File: src/rtl/rr_arbiter_pkg.sv
// Shared definitions for the round-robin arbiter.
// Holds the arbiter state encoding, the requester count and the grant-index
// width. Every other file in this block imports it.
package rr_arbiter_pkg;

  // Arbiter state: no grant outstanding, or one grant held.
  typedef enum logic {
    IDLE = 1'b0,
    BUSY = 1'b1
  } arb_state_e;

  // Number of requesters; this revision is fixed at 8.
  localparam int N_REQ = 8;

  // Width of the binary grant index.
  localparam int GID_W = 3;

endpackage : rr_arbiter_pkg

File: src/rtl/rr_arbiter_pick.sv
// rr_pick: combinational round-robin winner selection.
// Rotates the request vector so that bit ptr lands at position 0, finds the
// lowest set bit of the rotated vector, then adds ptr back (mod 8) to recover
// the absolute requester index.
// Ports:
//   req   - request vector, bit i = requester i
//   ptr   - requester index to start the upward scan from
//   idx   - winning requester index (valid when found=1, 0 otherwise)
//   found - high when at least one request bit is set
module rr_pick
  import rr_arbiter_pkg::*;
(
  input  logic [N_REQ-1:0] req,
  input  logic [GID_W-1:0] ptr,
  output logic [GID_W-1:0] idx,
  output logic             found
);

  logic [2*N_REQ-1:0] dbl_s;
  logic [2*N_REQ-1:0] shifted_s;
  logic [N_REQ-1:0]   rot_s;
  logic [GID_W-1:0]   enc_s;
  logic               found_s;

  // Rotate req right by ptr using a doubled copy so the wrap comes for free.
  always_comb begin
    dbl_s     = {req, req};
    shifted_s = dbl_s >> ptr;
    rot_s     = shifted_s[N_REQ-1:0];
  end

  // Priority-encode the lowest set bit; scanning downward lets the lowest
  // set bit overwrite any higher one.
  always_comb begin
    enc_s   = {GID_W{1'b0}};
    found_s = 1'b0;
    for (int i = N_REQ - 1; i >= 0; i--) begin
      if (rot_s[i]) begin
        enc_s   = GID_W'(i);
        found_s = 1'b1;
      end else begin
        enc_s   = enc_s;
      end
    end
  end

  // Undo the rotation; the 3-bit add wraps mod 8 naturally.
  always_comb begin
    if (found_s) begin
      idx = enc_s + ptr;
    end else begin
      idx = {GID_W{1'b0}};
    end
    found = found_s;
  end

endmodule : rr_pick

File: src/rtl/rr_arbiter.sv
// rr_arbiter: 8-way round-robin arbiter with bounded hold time.
// A grant is held until the owner signals done, drops its request, or has
// held the resource for MAX_HOLD cycles. On release the arbiter re-arbitrates
// in the same cycle starting just above the released owner, so a new grant
// follows with no idle bubble and the released owner only wins again when it
// is the sole requester.
// Ports:
//   clk         - clock, rising edge
//   rst_n       - asynchronous active-low reset
//   req         - request vector
//   done        - current owner finished (ignored while idle)
//   grant       - registered one-hot grant, or all-zero
//   grant_id    - registered binary index of the grant (valid with grant_valid)
//   grant_valid - registered, high while a grant bit is high
//   timeout     - one-cycle pulse after a release caused only by MAX_HOLD
module rr_arbiter #(
  parameter int N_REQ    = 8,
  parameter int MAX_HOLD = 15
) (
  input  logic             clk,
  input  logic             rst_n,
  input  logic [N_REQ-1:0] req,
  input  logic             done,
  output logic [N_REQ-1:0] grant,
  output logic [2:0]       grant_id,
  output logic             grant_valid,
  output logic             timeout
);

  import rr_arbiter_pkg::*;

  // Hold-counter value at which the current grant must be given up.
  localparam logic [7:0] HOLD_LAST = 8'(MAX_HOLD - 1);

  arb_state_e       state_q, state_d;
  logic [N_REQ-1:0] grant_q, grant_d;
  logic [GID_W-1:0] grant_id_q, grant_id_d;
  logic             grant_valid_q, grant_valid_d;
  logic             timeout_q, timeout_d;
  logic [GID_W-1:0] ptr_q, ptr_d;
  logic [7:0]       hold_cnt_q, hold_cnt_d;

  logic [GID_W-1:0] pick_ptr_s;
  logic [GID_W-1:0] pick_idx_s;
  logic             pick_found_s;
  logic             owner_req_s;
  logic             at_max_s;
  logic             release_s;

  // While busy the scan must start just above the owner, which is exactly the
  // pointer value a release would load; while idle it starts at ptr_q.
  always_comb begin
    if (state_q == BUSY) begin
      pick_ptr_s = grant_id_q + 3'd1;
    end else begin
      pick_ptr_s = ptr_q;
    end
  end

  rr_pick u_pick (
    .req   (req),
    .ptr   (pick_ptr_s),
    .idx   (pick_idx_s),
    .found (pick_found_s)
  );

  // Release conditions for the current owner.
  always_comb begin
    owner_req_s = req[grant_id_q];
    at_max_s    = (hold_cnt_q == HOLD_LAST);
    release_s   = done || !owner_req_s || at_max_s;
  end

  // Next-state and next-output logic for the IDLE/BUSY machine.
  always_comb begin
    state_d       = state_q;
    grant_d       = grant_q;
    grant_id_d    = grant_id_q;
    grant_valid_d = grant_valid_q;
    timeout_d     = 1'b0;
    ptr_d         = ptr_q;
    hold_cnt_d    = hold_cnt_q;
    case (state_q)
      IDLE: begin
        if (pick_found_s) begin
          state_d       = BUSY;
          grant_d       = N_REQ'(8'd1) << pick_idx_s;
          grant_id_d    = pick_idx_s;
          grant_valid_d = 1'b1;
          hold_cnt_d    = 8'd0;
        end else begin
          grant_d       = {N_REQ{1'b0}};
          grant_valid_d = 1'b0;
        end
      end
      BUSY: begin
        if (release_s) begin
          ptr_d      = pick_ptr_s;
          hold_cnt_d = 8'd0;
          // Only a pure hold-limit expiry is reported as a timeout.
          timeout_d  = at_max_s && !done && owner_req_s;
          if (pick_found_s) begin
            state_d       = BUSY;
            grant_d       = N_REQ'(8'd1) << pick_idx_s;
            grant_id_d    = pick_idx_s;
            grant_valid_d = 1'b1;
          end else begin
            state_d       = IDLE;
            grant_d       = {N_REQ{1'b0}};
            grant_id_d    = {GID_W{1'b0}};
            grant_valid_d = 1'b0;
          end
        end else begin
          hold_cnt_d = hold_cnt_q + 8'd1;
        end
      end
      default: begin
        state_d       = IDLE;
        grant_d       = {N_REQ{1'b0}};
        grant_id_d    = {GID_W{1'b0}};
        grant_valid_d = 1'b0;
        ptr_d         = {GID_W{1'b0}};
        hold_cnt_d    = 8'd0;
      end
    endcase
  end

  // State and output registers; reset clears everything asynchronously.
  always_ff @(posedge clk or negedge rst_n) begin
    if (!rst_n) begin
      state_q       <= IDLE;
      grant_q       <= {N_REQ{1'b0}};
      grant_id_q    <= {GID_W{1'b0}};
      grant_valid_q <= 1'b0;
      timeout_q     <= 1'b0;
      ptr_q         <= {GID_W{1'b0}};
      hold_cnt_q    <= 8'd0;
    end else begin
      state_q       <= state_d;
      grant_q       <= grant_d;
      grant_id_q    <= grant_id_d;
      grant_valid_q <= grant_valid_d;
      timeout_q     <= timeout_d;
      ptr_q         <= ptr_d;
      hold_cnt_q    <= hold_cnt_d;
    end
  end

  assign grant       = grant_q;
  assign grant_id    = grant_id_q;
  assign grant_valid = grant_valid_q;
  assign timeout     = timeout_q;

endmodule : rr_arbiter

File: config.mk
export PLATFORM = sky130hd
export DESIGN_NAME = rr_arbiter
export DESIGN_NICKNAME = d
export VERILOG_FILES = /design/src/rtl/rr_arbiter_pkg.sv /design/src/rtl/rr_arbiter_pick.sv /design/src/rtl/rr_arbiter.sv
export SDC_FILE = /design/constraint.sdc
export NUM_CORES = 1
export LEC_CHECK = 0
export ABC_CLOCK_PERIOD_IN_PS = 7500
export CORE_ASPECT_RATIO = 2
export CORE_MARGIN = 2
export CORE_UTILIZATION = 59
export CTS_CLUSTER_DIAMETER = 100
export CTS_CLUSTER_SIZE = 30
export DETAILED_ROUTE_END_ITERATION = 16
export GPL_TIMING_DRIVEN = 0
export PLACE_DENSITY = 0.92
export SLEW_MARGIN = 20
export SYNTH_ARGS = -nofsm -noshare
export SYNTH_HDL_FRONTEND = slang
export SYNTH_SLANG_ARGS = --single-unit
export TNS_END_PERCENT = 30
File: constraint.sdc
create_clock -name clk -period 7.5 [get_ports clk]
set_input_delay 1.125 -clock clk [delete_from_list [all_inputs] [get_ports clk]]
set_output_delay 1.125 -clock clk [all_outputs]
set_load 0.005 [all_outputs]
# Word-level counts from Yosys, hierarchy flattened
# Index checks and enable logic that the tools add are counted.
dict set report word_totals {
  word_cells 62
  ff_bits 25
  input_bits 11
}
dict set report classes {
  bitwise 1
  addsub 3
  shifts 2
  n_reduce_logical 8
  n_mux 37
  n_eq_ne 3
  order_cmp 1
}
# op n
set ops {}
lappend ops {{$mux W3} 13}
lappend ops {{$mux W8} 4}
lappend ops {{$pmux W8 S2} 2}
lappend ops {{$shr A16 B3 Y8} 1}
lappend ops {{$mux W1} 14}
lappend ops {{$add A8 B1 Y8 const B} 1}
lappend ops {{$eq A8 B4 Y1 const B} 1}
lappend ops {{$shl A1 B3 Y8 const A} 1}
lappend ops {{$pmux W3 S2} 1}
lappend ops {{$lt A3 B4 Y1 const B} 1}
lappend ops {{$pmux W1 S2} 2}
lappend ops {{$reduce_and A2 Y1} 2}
lappend ops {{$add A3 B1 Y3 const B} 1}
lappend ops {{$add A3 B3 Y3} 1}
lappend ops {{$bmux W1 S3} 1}
lappend ops {{$logic_and A1 B1 Y1} 2}
lappend ops {{$logic_not A1 Y1} 2}
lappend ops {{$logic_or A1 B1 Y1} 2}
lappend ops {{$ne A2 B1 Y1 const B} 1}
lappend ops {{$ne A2 B2 Y1 const B} 1}
lappend ops {{$not A1 Y1} 1}

# Depth between registers and ports, before layout
# Gate-level depths: netlist of run 1.
dict set report depth {
  depth_word 17
  depth_mapped 14
  depth_no_buf 13
}

# Modules after synthesis
# Synthesis of run 1 repeated with hierarchy kept, for this count alone.
dict set report unflattened {
  cells_unflattened 191
  hier_area_um2 1933.1
}
# module seq_area_each_um2 n_inst area_each_um2 cells_each
set modules_own_cells {}
lappend modules_own_cells {rr_arbiter 625.6 1 1336.3 121}
lappend modules_own_cells {rr_pick 0.0 1 596.8 70}

# Least setup slack after synthesis of run 1
# No wires, ideal clock.
dict set report synth_path {
  path_type {input-to-reg}
  start {input port req[6]}
  end {register grant_q[0] (netlist: grant[0])}
  arrival_ns 3.628
  setup_slack_ns 3.751
  setup_time_ns 0.122
  stages 10
  path_cell_list {mux4_2 -> mux2_2 -> o21ai_0 -> o21ai_0 -> and3_1 -> fa_1 -> xnor2_1 -> and3_1 -> or2_1 -> a32o_1}
}
dict set report synth_via {
  elab_chain_cells 15
}
# element line
set synth_lines {}
lappend synth_lines {{from (decl)} rr_arbiter.sv:22} ;# input logic [N_REQ-1:0] req,
lappend synth_lines {{$shr A16 B3 Y8} rr_arbiter_pick.sv:28} ;# shifted_s = dbl_s >> ptr;
lappend synth_lines {{$mux W3 (8 in a row)} rr_arbiter_pick.sv:38} ;# if (rot_s[i]) begin
lappend synth_lines {{$add A3 B3 Y3} rr_arbiter_pick.sv:50} ;# idx = enc_s + ptr;
lappend synth_lines {{$mux W3} rr_arbiter_pick.sv:49} ;# if (found_s) begin
lappend synth_lines {{$shl A1 B3 Y8} {rr_arbiter.sv:87, rr_arbiter.sv:104}}
lappend synth_lines {{$mux W8} {rr_arbiter.sv:85, rr_arbiter.sv:102}}
lappend synth_lines {{$mux W8} rr_arbiter.sv:97} ;# if (release_s) begin
lappend synth_lines {{$pmux W8 S2} rr_arbiter.sv:83} ;# case (state_q)
lappend synth_lines {{to (signal assigned)} rr_arbiter.sv:132} ;# grant_q <= {N_REQ{1'b0}};
lappend synth_lines {{to (signal assigned)} rr_arbiter.sv:140} ;# grant_q <= grant_d;
lappend synth_lines {{to (decl)} rr_arbiter.sv:36} ;# logic [N_REQ-1:0] grant_q, grant_d;
# Parallel ways exist; a longest one is shown, timed or not. The select of a mux whose other input is x is not followed.
# A chain may end at the register's enable or synchronous reset.

# Worst setup path after layout of run 1
dict set report layout_path {
  start {input port req[7]}
  end {register grant_q[2] (netlist: grant[2])}
}
# Same word-level chain as after synthesis.

==> results of run 1 <==
[synthesized netlist by cell type (3+ instances only)]
cell type   n  area share
nor2_1     12       0.026
nand2_1    15       0.032
o21ai_0    19       0.054
clkbuf_1    3      0.0064
o31ai_1     7       0.030
a32o_1      4       0.023
mux2_2      3       0.019
nand4_1     5       0.018
mux2i_1     8       0.046
nand3_1     3      0.0086
ha_1        3       0.021
mux4_2     10        0.13
inv_1       4      0.0086
a21oi_1     6       0.017
and3_1      4       0.014
dfrtp_1    25        0.36
[worst reg2reg max path: cells and delay by family, from the launching register on]
kind	cells	cell delay (ns)
flops	1	0.51
fa+ha+maj	2	0.64
simple gates	4	0.75
mux	1	0.37
buf+inv	1	0.36
compound gates	4	1.04
xor+xnor	2	0.32
[metal layers]
metal  up-vias  wire length, µm
met1       730             1510
met2        32             1910
li1        696                -
met3         4              121
met5         -                0
met4         0               36
[area by class of cell]
type,instances,area (µm²)
inverter,4,15.0
clock buffer,4,45.0
buffer,6,38.8
multi-input combinational,131,1070
sequential,25,626
fill,214,818
tap,30,37.5
timing repair buffer,23,225
[cells by family (layout without fill, tap and decap cells)]
group | count (synthesis) | in the layout
multiplexers | 24 | 24
AND/OR/NAND/NOR | 56 | 56
buffers and inverters | 10 | 37
XOR/XNOR | 2 | 2
adder cells (fa/ha/maj) | 4 | 4
AO/OA/AOI/OAI | 45 | 45
flip-flops | 25 | 25
[per-stage QoR]
stage	util	hold slack (ns)	std cells	cell area [µm²]
after global placement	0.701	0.459	219	2010
after global routing	0.715	0.501	223	2050
final	0.715	0.483	223	2050
after floorplan	-	0.443	166	1750
after detailed placement	0.701	0.469	219	2010
after CTS	0.717	0.487	223	2060
[state kept, by name, summed over array words and instances, names as in the netlist]
register	flops
grant	8
grant_id	3
grant_valid	1
hold_cnt_q	8
ptr_q	3
state_q	1
timeout	1
[worst max-delay path by stage]
stage | from | end | slack [ns] | cells after the start
finish | req[7] | grant[2] | 3.29 | 11
global route | req[3] | grant[2] | 3.15 | 11
CTS | req[1] | grant[2] | 3.28 | 11
detailed placement | req[1] | grant[2] | 2.99 | 11
global placement | req[6] | grant[0] | 3.10 | 11
floorplan | req[6] | grant[0] | 3.75 | 10
==> flow_summary.json, run 1 <==
{
  "setup_ws_ns": 3.29,
  "synth_fa_ha_area_frac": 0.0330,
  "worstSetupEndpointType": "flip-flop",
  "cp.required_ns": 7.66,
  "synth_compound_area_frac": 0.164,
  "grt_max_degree": 26,
  "critPathBufInv": 1,
  "fp.coreArea_mm2": 0.00287,
  "setup-tns-final_ns": 0,
  "synthArstFlopShare": 1.00,
  "antenna_found_initial": 0,
  "start_kind": "input pin",
  "grt_usage": 0.231,
  "drc_errors": 0,
  "slew_headroom": 0.640,
  "post-cts-setup-buffers": 0,
  "worstHoldPathCells": 2,
  "synthFlopType": "dfrtp_1",
  "grtUsageMet1": 0.305,
  "report.final.slew_viol_count": 0,
  "die_y_um": 80.9,
  "r2r_start": "grant_id[0]",
  "numCtsBuffers": 3,
  "hold_path_class": "reg -> reg",
  "die-width_um": 42.5,
  "row_count": 28,
  "post_cts_resized": 0,
  "synth_mux_area_frac": 0.229,
  "numPortBuffers": 23,
  "tritoncts": "yes",
  "cts_hold_buf": 0,
  "final_cell_mix": "dfrtp_1 (25), clkdlybuf4s50_1 (22), o21ai_0 (19)",
  "finalWirelength_um": 3580,
  "reg2reg_to": "grant[2]",
  "syn-cell-area_mm2": 0.00175,
  "synth_warnings": 0,
  "fmax_mhz": 237,
  "report.final.hold_viol_count": 0,
  "synth_edf_count": 0,
  "tightest_slew_ns": 0.540,
  "rsz0062_at_grt": "false",
  "insertion_delay_ns": 0.27,
  "drive_gt1_frac": 0.150,
  "pre_cts_slack_ns": 2.99,
  "grt_pass1_vias": 1446,
  "first_pass_iters": 4,
  "max_cap_violations": 0,
  "syn-mean-instance-area_um2": 10.5,
  "finalSetupViolCount": 0,
  "clock_skew_ns": 0.00317,
  "synth_nets": 181,
  "busiest_layer": "met2",
  "drt_iter0_drc": 22,
  "num_vias": 1462,
  "period_needed_ns": 4.21,
  "clk_pin_slew_ns": 0.08,
  "final_common_cell": "dfrtp_1",
  "grt_pass1_wl_um": 6250,
  "dieArea_mm2": 0.00344,
  "outcome": "complete, no violations",
  "antenna_left": 0,
  "cts-root-buf": "clkbuf_8",
  "crit_family": "multiplexers",
  "crit_chain": "clkdlybuf4s50_1 > mux4_2 > mux2_2 > o21ai_0 > o21ai_0 > and3_1 > fa_1 > xnor2_1 > and3_1 > or2_1 > a32o_1",
  "diodes": 0,
  "hold_end": "grant[5]",
  "synth-simple-area-share": 0.176,
  "grt_use_met3": 0.0133,
  "gp_congestion": 0.801,
  "max_stage_delay_ns": 0.51,
  "r2r_cells": 14,
  "synth_top_family_by_area": "multiplexers",
  "synth_seq_cells": 25,
  "overflow": 0,
  "cts.sinks": 25,
  "pin_count": 24,
  "ys_seq_area_frac": 0.358,
  "initial_core_util": 0.608,
  "cp_slowest_cell": "mux4_2",
  "syn-instance-count": 166,
  "ys_types": 42,
  "min_from": "grant[5]",
  "routedWlPerCell_um": 16.1,
  "grt_use_met2": 0.403,
  "cts_buffer_depth": 2,
  "synth-xor-area-share": 0.0100,
  "critPathKind": "in -> reg",
  "arrival_ns": 4.37,
  "post-route-period-util": 0.562,
  "htree_num_levels": 1,
  "critPathMaxFanout": 5,
  "r2r_slack_ns": 3.40,
  "place_hpwl_um": 2770,
  "vias_per_cell": 6.56,
  "syn2layout_area_growth_pct": 17.6,
  "final_nets": 209
}
Power of run 1 is not shown: default switching activity piles up to over one toggle a cycle in this logic, so the estimate is an artifact.
==> run 2: changes to the inputs <==
ABC_CLOCK_PERIOD_IN_PS = 3800   (was 7500)
CORE_UTILIZATION = 49   (was 59)
PLACE_DENSITY = 0.82   (was 0.92)
clock period = 3.8 ns   (was 7.5 ns; I/O delays follow)
==> run 2 against run 1 <==
  * Final area increased by 11%
  * Clock skew about the same
  * Critical path depth unchanged
  * Utilization decreased by 5.0 points
  * Critical path type is now reg -> reg
  * Critical endpoint is now grant[7]
==> flow_summary.json, run 2 (synthesis gave the netlist of run 1 again) <==
{
  "outcome": "complete, no violations",
  "tightest_slew_ns": 0.552,
  "routedWlPerCell_um": 18.0,
  "cp.required_ns": 3.99,
  "pin_count": 24,
  "syn2layout_area_growth_pct": 30.1,
  "report.final.hold_viol_count": 0,
  "grt_use_met3": 0.0204,
  "cts_buffer_depth": 2,
  "numPortBuffers": 23,
  "cts-root-buf": "clkbuf_8",
  "htree_num_levels": 1,
  "place_hpwl_um": 3230,
  "antenna_found_initial": 0,
  "max_cap_violations": 0,
  "cp_slowest_cell": "mux4_2",
  "critPathBufInv": 2,
  "final_cell_mix": "dfrtp_1 (23), clkdlybuf4s50_1 (22), o21ai_0 (18)",
  "grt_max_degree": 26,
  "drive_gt1_frac": 0.281,
  "die-width_um": 46.2,
  "dieArea_mm2": 0.00409,
  "grt_pass1_wl_um": 7130,
  "overflow": 0,
  "arrival_ns": 3.84,
  "finalCoreUtilization": 0.665,
  "grt_pass1_vias": 1569,
  "grt_usage": 0.238,
  "finalSetupViolCount": 0,
  "period_needed_ns": 3.65,
  "final_nets": 219,
  "crit_family": "multiplexers",
  "insertion_delay_ns": 0.27,
  "row_count": 30,
  "die_y_um": 88.4,
  "report.final.slew_viol_count": 0,
  "max_stage_delay_ns": 0.64,
  "slew_headroom": 0.632,
  "grtUsageMet1": 0.265,
  "fp.coreArea_mm2": 0.00342,
  "post-route-period-util": 0.961,
  "finalWirelength_um": 4520,
  "vias_per_cell": 6.23,
  "cts.sinks": 25,
  "critPathKind": "reg -> reg",
  "initial_core_util": 0.511,
  "cts_hold_buf": 0,
  "hold_path_class": "in -> async",
  "worstSetupEndpointType": "flip-flop",
  "critPathMaxFanout": 7,
  "final_common_cell": "dfrtp_1",
  "num_vias": 1563,
  "gp_congestion": 0.829,
  "crit_chain": "buf_4 > a21oi_4 > mux4_2 > mux2_2 > o21ai_4 > o21ai_0 > and3_1 > fa_2 > inv_1 > or3_1 > o31ai_2",
  "tritoncts": "yes",
  "drt_iter0_drc": 43,
  "drc_errors": 0,
  "fill_cells": 241,
  "numCtsBuffers": 3,
  "fmax_mhz": 274,
  "first_pass_iters": 6,
  "busiest_layer": "met2",
  "diodes": 0,
  "clock_skew_ns": 0.00271,
  "grt_use_met2": 0.436,
  "clk_pin_slew_ns": 0.09,
  "antenna_left": 0,
  "start_kind": "flip-flop"
}
[run 2: cell type report]
| cell class | instances | area [µm²] | share of cell area |
|---|---|---|---|
| clock buffer | 3 | 41.3 | 0.0182 |
| clock inverter | 1 | 5.00 | 0.00220 |
| sequential | 25 | 628 | 0.276 |
| inverter | 4 | 15.0 | 0.00661 |
| multi-input combinational | 131 | 1180 | 0.518 |
| tap | 48 | 60.1 | 0.0264 |
| buffer | 6 | 45.0 | 0.0198 |
| timing repair buffer | 33 | 300 | 0.132 |
[run 2: path summary, 6_finish.rpt]
| path | from | endpoint | slack [ns] | cells past startpoint |
|---|---|---|---|---|
| hold / removal | rst_n | hold_cnt_q[7] | 0.27 | 1 |
| max in group asynchronous | rst_n | grant_id[1] | 3.13 | 1 |
| min in group clk | hold_cnt_q[7] | hold_cnt_q[7] | 0.49 | 1 |
| setup / recovery | grant_id[0] | grant[7] | 0.15 | 11 |
| hold reg to reg | hold_cnt_q[7] | hold_cnt_q[7] | 0.49 | 1 |
| setup reg to reg | grant_id[0] | grant[7] | 0.15 | 11 |
[run 2: metrics by stage]
step           area (µm²)  instances  hold WS (ns)  TNS [ns]  worst slack, ns
2_1_floorplan        1750        166         0.274         0           0.0546
3_3_place_gp         2040        237         0.461     -1.67           -0.266
3_5_place_dp         2040        237         0.470     -2.45           -0.356
4_1_cts              2120        241         0.485         0          0.00175
5_1_grt              2270        251         0.310   -0.0202          -0.0202
6_report             2270        251         0.269         0            0.147
[run 2: worst register-to-register path, delay by kind of cell (launching register included)]
| family | cells | cell delay, ns |
|---|---|---|
| multiplexers | 2 | 0.97 |
| AO/OA/AOI/OAI | 4 | 0.73 |
| AND/OR/NAND/NOR | 2 | 0.59 |
| adder cells (fa/ha/maj) | 1 | 0.57 |
| flip-flops | 1 | 0.47 |
| buffers and inverters | 2 | 0.24 |
[run 2: metal layers]
metal / up-vias / part of all wire
li1: 718 / -
met1: 786 / 0.35
met2: 49 / 0.60
met3: 10 / 0.025
met4: 0 / 0.025
met5: - / 0
[run 2: repair_timing]
item	4_1_cts	5_1_grt
resized for setup	10	15
setup endpoints to repair	9	9
pin swaps	0	3
buffers inserted	0	10
Power of run 2 is left out for the same reason.
